`config.mk`:
```
export PLATFORM = sky130hd
export DESIGN_NAME = uart_rx
export DESIGN_NICKNAME = d
export VERILOG_FILES = /design/src/rtl/uart_pkg.sv /design/src/rtl/sync_2ff.sv /design/src/rtl/uart_rx.sv
export SDC_FILE = /design/constraint.sdc
export NUM_CORES = 1
export LEC_CHECK = 0
export CELL_PAD_IN_SITES_DETAIL_PLACEMENT = 1
export CELL_PAD_IN_SITES_GLOBAL_PLACEMENT = 1
export CORE_AREA = 2 2 83 77
export CTS_CLUSTER_DIAMETER = 60
export DETAILED_ROUTE_END_ITERATION = 16
export DIE_AREA = 0 0 85 79
export GPL_TIMING_DRIVEN = 0
export PLACE_DENSITY = 0.6
export SLEW_MARGIN = 20
export SYNTH_ARGS = -nofsm -noshare
export SYNTH_HDL_FRONTEND = slang
export SYNTH_SLANG_ARGS = --single-unit
```
`constraint.sdc`:
```
create_clock -name clk -period 6.4 [get_ports clk]
set_input_delay 1.28 -clock clk [delete_from_list [all_inputs] [get_ports clk]]
set_output_delay 1.28 -clock clk [all_outputs]
set_load 0.02 [all_outputs]
```
`src/rtl/uart_pkg.sv`:
```
// rtl/uart_pkg.sv - shared UART constants, FSM state encoding and baud divisor helper
package uart_pkg;

  localparam int DATA_BITS = 8;

  localparam logic [2:0] ST_IDLE      = 3'd0;
  localparam logic [2:0] ST_START     = 3'd1;
  localparam logic [2:0] ST_DATA      = 3'd2;
  localparam logic [2:0] ST_STOP      = 3'd3;
  localparam logic [2:0] ST_WAIT_HIGH = 3'd4;

  typedef enum logic [2:0] {
    S_IDLE      = ST_IDLE,
    S_START     = ST_START,
    S_DATA      = ST_DATA,
    S_STOP      = ST_STOP,
    S_WAIT_HIGH = ST_WAIT_HIGH
  } uart_state_e;

  // Integer division: any fractional remainder becomes baud error absorbed by mid-bit sampling.
  function automatic int calc_clks_per_bit(input int clk_freq, input int baud_rate);
    return clk_freq / baud_rate;
  endfunction

endpackage

```
`src/rtl/sync_2ff.sv`:
```
// rtl/sync_2ff.sv - double-flop synchronizer with a selectable reset level
// Resets to the line's idle level so a reset never looks like a start bit.
module sync_2ff #(
  parameter logic RESET_VAL = 1'b1
) (
  input  logic clk,
  input  logic reset,
  input  logic i_d,
  output logic o_q
);

  logic r_meta;
  logic r_sync;

  always_ff @(posedge clk) begin
    if (reset) begin
      r_meta <= RESET_VAL;
      r_sync <= RESET_VAL;
    end else begin
      r_meta <= i_d;
      r_sync <= r_meta;
    end
  end

  assign o_q = r_sync;

endmodule

```
`src/rtl/uart_rx.sv`:
```
// rtl/uart_rx.sv - 8N1 UART receiver with mid-bit sampling, framing check and break lockout
// Delivers each good byte with a one-cycle rx_valid; a low stop bit gives one frame_err pulse.
module uart_rx
  import uart_pkg::*;
#(
  parameter int CLK_FREQ  = 10_000_000,
  parameter int BAUD_RATE = 9600
) (
  input  logic                 clk,
  input  logic                 reset,
  input  logic                 uart_rxd,
  output logic [DATA_BITS-1:0] rx_data,
  output logic                 rx_valid,
  output logic                 rx_busy,
  output logic                 frame_err
);

  localparam int CLKS_PER_BIT = calc_clks_per_bit(CLK_FREQ, BAUD_RATE);
  localparam int HALF_BIT     = CLKS_PER_BIT / 2;
  localparam int CNT_W        = $clog2(CLKS_PER_BIT);

  localparam logic [CNT_W-1:0] CNT_ZERO = '0;
  localparam logic [CNT_W-1:0] CNT_ONE  = CNT_W'(1);
  localparam logic [CNT_W-1:0] CNT_HALF = CNT_W'(HALF_BIT - 1);
  localparam logic [CNT_W-1:0] CNT_LAST = CNT_W'(CLKS_PER_BIT - 1);
  localparam logic [2:0]       IDX_LAST = 3'(DATA_BITS - 1);

  logic w_rx_s;

  uart_state_e          r_state;
  logic [CNT_W-1:0]     r_cnt;
  logic [2:0]           r_bit_idx;
  logic [DATA_BITS-1:0] r_sh;
  logic [DATA_BITS-1:0] r_rx_data;
  logic                 r_rx_valid;
  logic                 r_frame_err;
  logic                 r_rx_busy;

  uart_state_e          w_state_nxt;
  logic [CNT_W-1:0]     w_cnt_nxt;
  logic [2:0]           w_bit_idx_nxt;
  logic [DATA_BITS-1:0] w_sh_nxt;
  logic [DATA_BITS-1:0] w_rx_data_nxt;
  logic                 w_rx_valid_nxt;
  logic                 w_frame_err_nxt;

  sync_2ff #(
    .RESET_VAL(1'b1)
  ) u_sync_rxd (
    .clk  (clk),
    .reset(reset),
    .i_d  (uart_rxd),
    .o_q  (w_rx_s)
  );

  always_ff @(posedge clk) begin
    if (reset) begin
      r_state     <= S_IDLE;
      r_cnt       <= CNT_ZERO;
      r_bit_idx   <= 3'd0;
      r_sh        <= '0;
      r_rx_data   <= '0;
      r_rx_valid  <= 1'b0;
      r_frame_err <= 1'b0;
      r_rx_busy   <= 1'b0;
    end else begin
      r_state     <= w_state_nxt;
      r_cnt       <= w_cnt_nxt;
      r_bit_idx   <= w_bit_idx_nxt;
      r_sh        <= w_sh_nxt;
      r_rx_data   <= w_rx_data_nxt;
      r_rx_valid  <= w_rx_valid_nxt;
      r_frame_err <= w_frame_err_nxt;
      // Tracks the state being entered, so busy drops in the same cycle valid rises.
      r_rx_busy   <= (w_state_nxt != S_IDLE);
    end
  end

  always_comb begin
    w_state_nxt     = r_state;
    w_cnt_nxt       = r_cnt;
    w_bit_idx_nxt   = r_bit_idx;
    w_sh_nxt        = r_sh;
    w_rx_data_nxt   = r_rx_data;
    w_rx_valid_nxt  = 1'b0;
    w_frame_err_nxt = 1'b0;

    case (r_state)
      S_IDLE: begin
        if (!w_rx_s) begin
          w_state_nxt = S_START;
          w_cnt_nxt   = CNT_ZERO;
        end
      end

      S_START: begin
        if (r_cnt == CNT_HALF) begin
          w_cnt_nxt = CNT_ZERO;
          // A start bit that is no longer low at its centre is treated as line noise.
          if (!w_rx_s) begin
            w_state_nxt   = S_DATA;
            w_bit_idx_nxt = 3'd0;
          end else begin
            w_state_nxt = S_IDLE;
          end
        end else begin
          w_cnt_nxt = r_cnt + CNT_ONE;
        end
      end

      S_DATA: begin
        if (r_cnt == CNT_LAST) begin
          w_sh_nxt  = {w_rx_s, r_sh[DATA_BITS-1:1]};
          w_cnt_nxt = CNT_ZERO;
          if (r_bit_idx == IDX_LAST) begin
            w_state_nxt = S_STOP;
          end else begin
            w_bit_idx_nxt = r_bit_idx + 3'd1;
          end
        end else begin
          w_cnt_nxt = r_cnt + CNT_ONE;
        end
      end

      S_STOP: begin
        if (r_cnt == CNT_LAST) begin
          w_cnt_nxt = CNT_ZERO;
          if (w_rx_s) begin
            w_rx_data_nxt  = r_sh;
            w_rx_valid_nxt = 1'b1;
            w_state_nxt    = S_IDLE;
          end else begin
            w_frame_err_nxt = 1'b1;
            w_state_nxt     = S_WAIT_HIGH;
          end
        end else begin
          w_cnt_nxt = r_cnt + CNT_ONE;
        end
      end

      S_WAIT_HIGH: begin
        if (w_rx_s) begin
          w_state_nxt = S_IDLE;
        end
      end

      default: begin
        w_state_nxt = S_IDLE;
        w_cnt_nxt   = CNT_ZERO;
      end
    endcase
  end

  assign rx_data   = r_rx_data;
  assign rx_valid  = r_rx_valid;
  assign rx_busy   = r_rx_busy;
  assign frame_err = r_frame_err;

endmodule
```
# Word level (Yosys, flattened, before mapping)
# Cells that the tools add are included.
op_classes:
  add_sub_neg: 2
  n_eq_ne: 12
  muxes: 20
  bitwise_logic: 3
  n_reduce_logical: 9
ops:
  columns: ["cell", "n"]
  rows:
  - ["case mux 11 bit (4 select lines)", 1]
  - ["two-way mux 11 bit", 3]
  - ["two-way mux 3 bit", 11]
  - ["case mux 3 bit (5 select lines)", 1]
  - ["adder 11 x 1 -> 11 bit (second input constant)", 1]
  - ["equality test 11 x 10 -> 1 bit (second input constant)", 1]
  - ["equality test 11 bit (second input constant)", 1]
  - ["!= test 2 bit (second input constant)", 5]
  - ["equality test 3 x 2 -> 1 bit (second input constant)", 2]
  - ["equality test 3 bit (second input constant)", 2]
  - ["case mux 3 bit (2 select lines)", 1]
  - ["AND reduction 5 bit", 1]
  - ["AND reduction 2 bit", 2]
  - ["adder 3 x 1 -> 3 bit (second input constant)", 1]
  - ["equality test 3 x 1 -> 1 bit (second input constant)", 1]
  - ["zero test 3 bit", 1]
  - ["NOT 1 bit", 3]
  - ["AND reduction 3 bit", 1]
  - ["nonzero test 3 bit", 1]
  - ["OR reduction 3 bit", 1]
  - ["two-way mux 1 bit", 2]
  - ["two-way mux 2 bit", 1]
  - ["nonzero test 2 bit", 1]
  - ["OR reduction 2 bit", 1]
totals:
  regBits: 38
  inputBits: 3
  out_inout_bits: 11
  elab_cells: 56

# Depth between registers and ports, before layout
depth:
  word_depth: 5
  depth_mapped: 7

# Hierarchy
# From an unflattened synthesis, not the netlist that was laid out.
unflattened:
  cells_unflattened: 200
  hier_area_um2: 1791.7
by_module_without_submodules:
  columns: ["module", "instances", "cells_per_inst", "area_each_um2", "seq_area_each_um2"]
  rows:
  - ["uart_rx", 1, 196, 1739.2, 720.7]
  - ["sync_2ff", 1, 4, 52.6, 40.0]

# Worst setup path before layout
# Ideal clock, no wire load.
synth_timing:
  path_type: "reg-to-reg"
  startpoint: "register r_cnt[0]"
  endpoint: "register r_cnt[5]"
  setup_time_ns: 0.117
  t_arrival_ns: 1.935
  required_ns: 6.283
  slack_ns: 4.349
  path_stages_with_launch: 7
  n_path_buf: 0
  path_cell_list: "dfxtp_1 -> ha_1 -> or4b_2 -> nor3_2 -> o22ai_2 -> and3_1 -> o22a_1"
synth_between:
  elab_chain_len: 3
  word_cells_on_any_way: 6
  classes_between: "1 x add/sub; 2 x eq/ne; 3 x mux"
synth_rtl:
  columns: ["element", "line", "rtl"]
  rows:
  - ["from (decl)", "uart_rx.sv:31", "logic [CNT_W-1:0] r_cnt;"]
  - ["from (signal assigned)", "uart_rx.sv:68", "r_cnt <= w_cnt_nxt;"]
  - ["adder 11 x 1 -> 11 bit, or another cell as far along", "uart_rx.sv:107, uart_rx.sv:121, uart_rx.sv:137", null]
  - ["two-way mux 11 bit (on tied branches)", "uart_rx.sv:112, uart_rx.sv:126, uart_rx.sv:97", null]
  - ["case mux 11 bit (4 select lines) *", "uart_rx.sv:88", "case (r_state)"]
# Mark *: on every way between the ends. The rest lies on a longest branch, timed or not.
# A chain may end at the register's enable or synchronous reset.

# Final worst setup path
layout_timing:
  startpoint: "register r_rx_data[4] (netlist: rx_data[4])"
  endpoint: "output port rx_data[4]"
layout_rtl:
  columns: ["element", "line", "rtl"]
  rows:
  - ["from (decl)", "uart_rx.sv:34", "logic [DATA_BITS-1:0] r_rx_data;"]
  - ["from (signal assigned)", "uart_rx.sv:71", "r_rx_data <= w_rx_data_nxt;"]
  - ["to (decl)", "uart_rx.sv:12", "output logic [DATA_BITS-1:0] rx_data,"]
# No word-level cell between the ends.

==> impl_results.md <==
- Distinct cell type count of the synthesized netlist: 48
- Critical path required time: 5.12 ns
- Synthesized instance count: 186
- Number of enable flip-flop cells after synthesis: 0
- Final Critical Period: 2.51 ns
- Most used DFF post-synth: sky130_fd_sc_hd__dfxtp_1
- Commonest cells post-synth: sky130_fd_sc_hd__dfxtp_1, sky130_fd_sc_hd__nor2_1, sky130_fd_sc_hd__mux2i_1, sky130_fd_sc_hd__inv_1
- Setup repair after global routing missed its margin: no
- Length of the first detailed-routing pass in iterations: 4
- Power density over the cells: 226 mW/mm2
- Startpoint of the lowest-slack hold path: u_sync_rxd.r_meta$_SDFF_PP1_
- Antenna violations before repair: 0
- Crit Reg-Reg Startpoint: r_cnt[0]$_SDFFE_PP0P_
- Hold bufs inserted after CTS: 0
- Share of power burned in the clock network: 0.446
- Clock edge transition at the registers on the reported setup and hold paths: 0.08 ns
- Cell depth of the worst flop-to-flop path: 6
- Crit path launch type: flop
- Net count after synthesis: 193
- Sequential cell area fraction in the yosys report: 0.433
- Endpoint of the lowest-slack register-to-register path: r_cnt[4]$_SDFFE_PP0P_
- Ordered cell list for the critical path: clkdlybuf4s50_1
- Area inside the core boundary: 0.00591 mm2
- Synth warn: 0
- Critical-path maximum fanout: 2
- Library cell occupying the most area in the post-synthesis netlist: sky130_fd_sc_hd__dfxtp_1
- Top cells by area in the synthesized netlist: sky130_fd_sc_hd__dfxtp_1, sky130_fd_sc_hd__mux2i_1, sky130_fd_sc_hd__nor2_1
- Final Hold Violating Endpoints: 0
- Number of antenna diodes: 0
- Net count reported at finish: 213
- Share of the clock period used by the worst path after layout: 0.393
- Floorplan die height: 79 um
- Fraction of post-synthesis cell area in the top cell type by area: 0.433
- Die extent in x: 85 um
- Ys async rst share: 0
- Layer carrying the most global-route usage: met2
- Share of cells above drive strength 1: 0.121
- Met1 track demand over resource in global routing: 0.169
- Met2 global-route usage: 0.197
- Number of buffers and inverters on the critical path: 1
- Worst Skew: 0.00726 ns
- Num CTS Buffers: 5
- Max-cap viol count: 0
- Slew Limit Headroom: 0.555
- Placer's final routability congestion estimate: 0.780
- Run status: finished, final reports clean
- Cell depth of the worst min-delay path: 1
- Largest net degree at the start of global routing: 14
- WHS Endpoint: u_sync_rxd.o_q$_SDFF_PP1_
- Clock root buffer: sky130_fd_sc_hd__clkbuf_8
- Total via count after detailed routing: 1,381
- Total instance count after detailed placement: 271
- Clock tree from TritonCTS: built
- Global-route wire length before repair: 6770 um
- Peak ir drop on the vdd network: 0.0983 mV
- Slack of the worst reg-to-reg path: 4.05 ns
- Number of filler instances in the final layout: 672
- Fraction of power spent switching nets: 0.234
- Classification of the worst setup path: flop to primary output
- Post-CTS Repair Setup Buffers: 0
- Maximum frequency from static timing analysis: 398 MHz
- Nature of the critical path endpoint: primary output
- Met3 routing resource usage after global routing: 0.0281
- Arrival time at the worst endpoint: 1.23 ns
- Standard-cell row count: 27
- Number of standard cells in the layout, taps in and fillers out: 279
- Total grt overflow: 0
- Most common cell in the netlist: sky130_fd_sc_hd__dfxtp_1
- Initial DRC count: 32
- Placement-stage worst setup slack: 3.68 ns
- Worst hold path class: flop to flop
- Number of buffers on the longest clock path: 2
- Leakage power summed over all cells: 0.834 nW
- Flops & latches, synth: 38
- Area overhead of the layout relative to synthesis: 19.0%
- Post-cts resize count: 0
- Antenna-violating nets left: 0
- Combined area of the multi-input logic cells: 917 um2
- Share of power burned in registers: 0.507
- Internal power component: 0.362 mW
- Synthesized area per cell: 9.44 um2
- Final Slew Violations: 0
- Storage cell area: 761 um2
- Die Area: 0.00672 mm2
- Routed Wire Length: 3900 um
- Clock sinks: 38
- Switching Power: 0.110 mW
- Slowest cell on crit path: sky130_fd_sc_hd__clkdlybuf4s50_1
- Netlist Area Pre-Place: 0.00176 mm2
- Slack of the critical path: 3.89 ns
- Vias per cell: 4.95
- Final setup viols: 0
- Dominant delay contributor by cell family on the critical path: buffers and inverters
- Post-route setup TNS: 0 ns
- Number of primary I/O pins: 14
- Slew at the pin closest to its max-slew limit: 0.662 ns
- Initial Util: 0.297
- Maximum cell stage delay along the critical path: 0.60 ns
- Total GRT Usage: 0.126
- Worst-Skew Late Latency: 0.29 ns
- Post-detailed-route DRC marker count: 0
- Part of the total power dissipated in combinational logic: 0.047
- Routed wire per std cell: 14.0 um
- Number of global-route vias before repair: 1,395
- Post-DP HPWL: 2860 um
- Number of H-tree branching levels: 2
- Number of I/O port buffers: 13
[flip-flops by register name (all words and copies together), names as in the netlist]
| register | cells |
|---|---|
| r_bit_idx | 3 |
| u_sync_rxd.o_q | 1 |
| r_cnt | 11 |
| u_sync_rxd.r_meta | 1 |
| rx_data | 8 |
| r_state | 3 |
| frame_err | 1 |
| rx_busy | 1 |
| r_sh | 8 |
| rx_valid | 1 |
[power groups by stage]
| stage | logic [mW] | registers [mW] | clock network, mW |
|---|---|---|---|
| after floorplan | 0.0150 | 0.245 | 0 |
| after global placement | 0.0224 | 0.245 | 0 |
| after detailed placement | 0.0226 | 0.245 | 0 |
| after CTS | 0.0226 | 0.240 | 0.217 |
| after global routing | 0.0251 | 0.240 | 0.226 |
| final | 0.0221 | 0.240 | 0.211 |
[metrics by stage]
stage	total power [mW]	cell area [um2]	utilization	hold WS (ns)
finish	0.472	2090	0.353	0.420
global route	0.491	2090	0.353	0.431
CTS	0.480	2090	0.353	0.423
detailed placement	0.268	1980	0.334	0.401
global placement	0.268	1980	0.334	0.400
floorplan	0.260	1760	-	0.389
[routing by layer]
metal,wire length [um],vias up
li1,-,701
met2,1700,14
met5,0,-
met3,71,4
met1,2050,662
met4,76,0
[cells by family after synthesis]
| logic type | count (synthesis) | synth area share |
|---|---|---|
| AOI/OAI and AO/OA | 24 | 0.0962 |
| buffers and inverters | 15 | 0.0442 |
| xor gates and xnor gates | 4 | 0.0200 |
| and+or+nand+nor | 82 | 0.269 |
| adders and majority gates | 4 | 0.0285 |
| DFF | 38 | 0.433 |
| muxes | 19 | 0.108 |
[how the worst max path moves through the flow]
stage | from | end | slack [ns] | cells after the start
2_1_floorplan | r_cnt[0]$_SDFFE_PP0P_ | r_cnt[5]$_SDFFE_PP0P_ | 4.35 | 6
3_3_place_gp | reset | rx_data[1]$_SDFFE_PP0P_ | 3.68 | 4
3_5_place_dp | reset | rx_data[1]$_SDFFE_PP0P_ | 3.68 | 4
4_1_cts | rx_data[4]$_SDFFE_PP0P_ | rx_data[4] | 3.87 | 1
5_1_grt | r_cnt[0]$_SDFFE_PP0P_ | r_cnt[10]$_SDFFE_PP0P_ | 3.78 | 6
6_report | rx_data[4]$_SDFFE_PP0P_ | rx_data[4] | 3.89 | 1
[final cells by class]
class	instances	share of cell area
multi-input combinational	133	0.439
sequential	38	0.364
timing repair buffer	13	0.0623
tap	72	0.0431
clock buffer	5	0.0329
buffer	7	0.0228
clock inverter	3	0.0216
inverter	8	0.0144
[layout by cell type (no fill, tap or decap), drive strengths merged, types with 2 or more instances in the layout]
cell type       n
and2            3
or3b            2
ha              4
or4             4
and3            6
clkinvlp        2
or2             2
nand2           6
mux2i          19
nor3            5
inv             8
nand4           4
clkbuf         11
clkdlybuf4s50  13
a31oi           5
nand3           6
nor4            2
dfxtp          38
o22a            2
nor2           34
o21ai           7
xor2            3
Power figures use the tool's default switching activity.
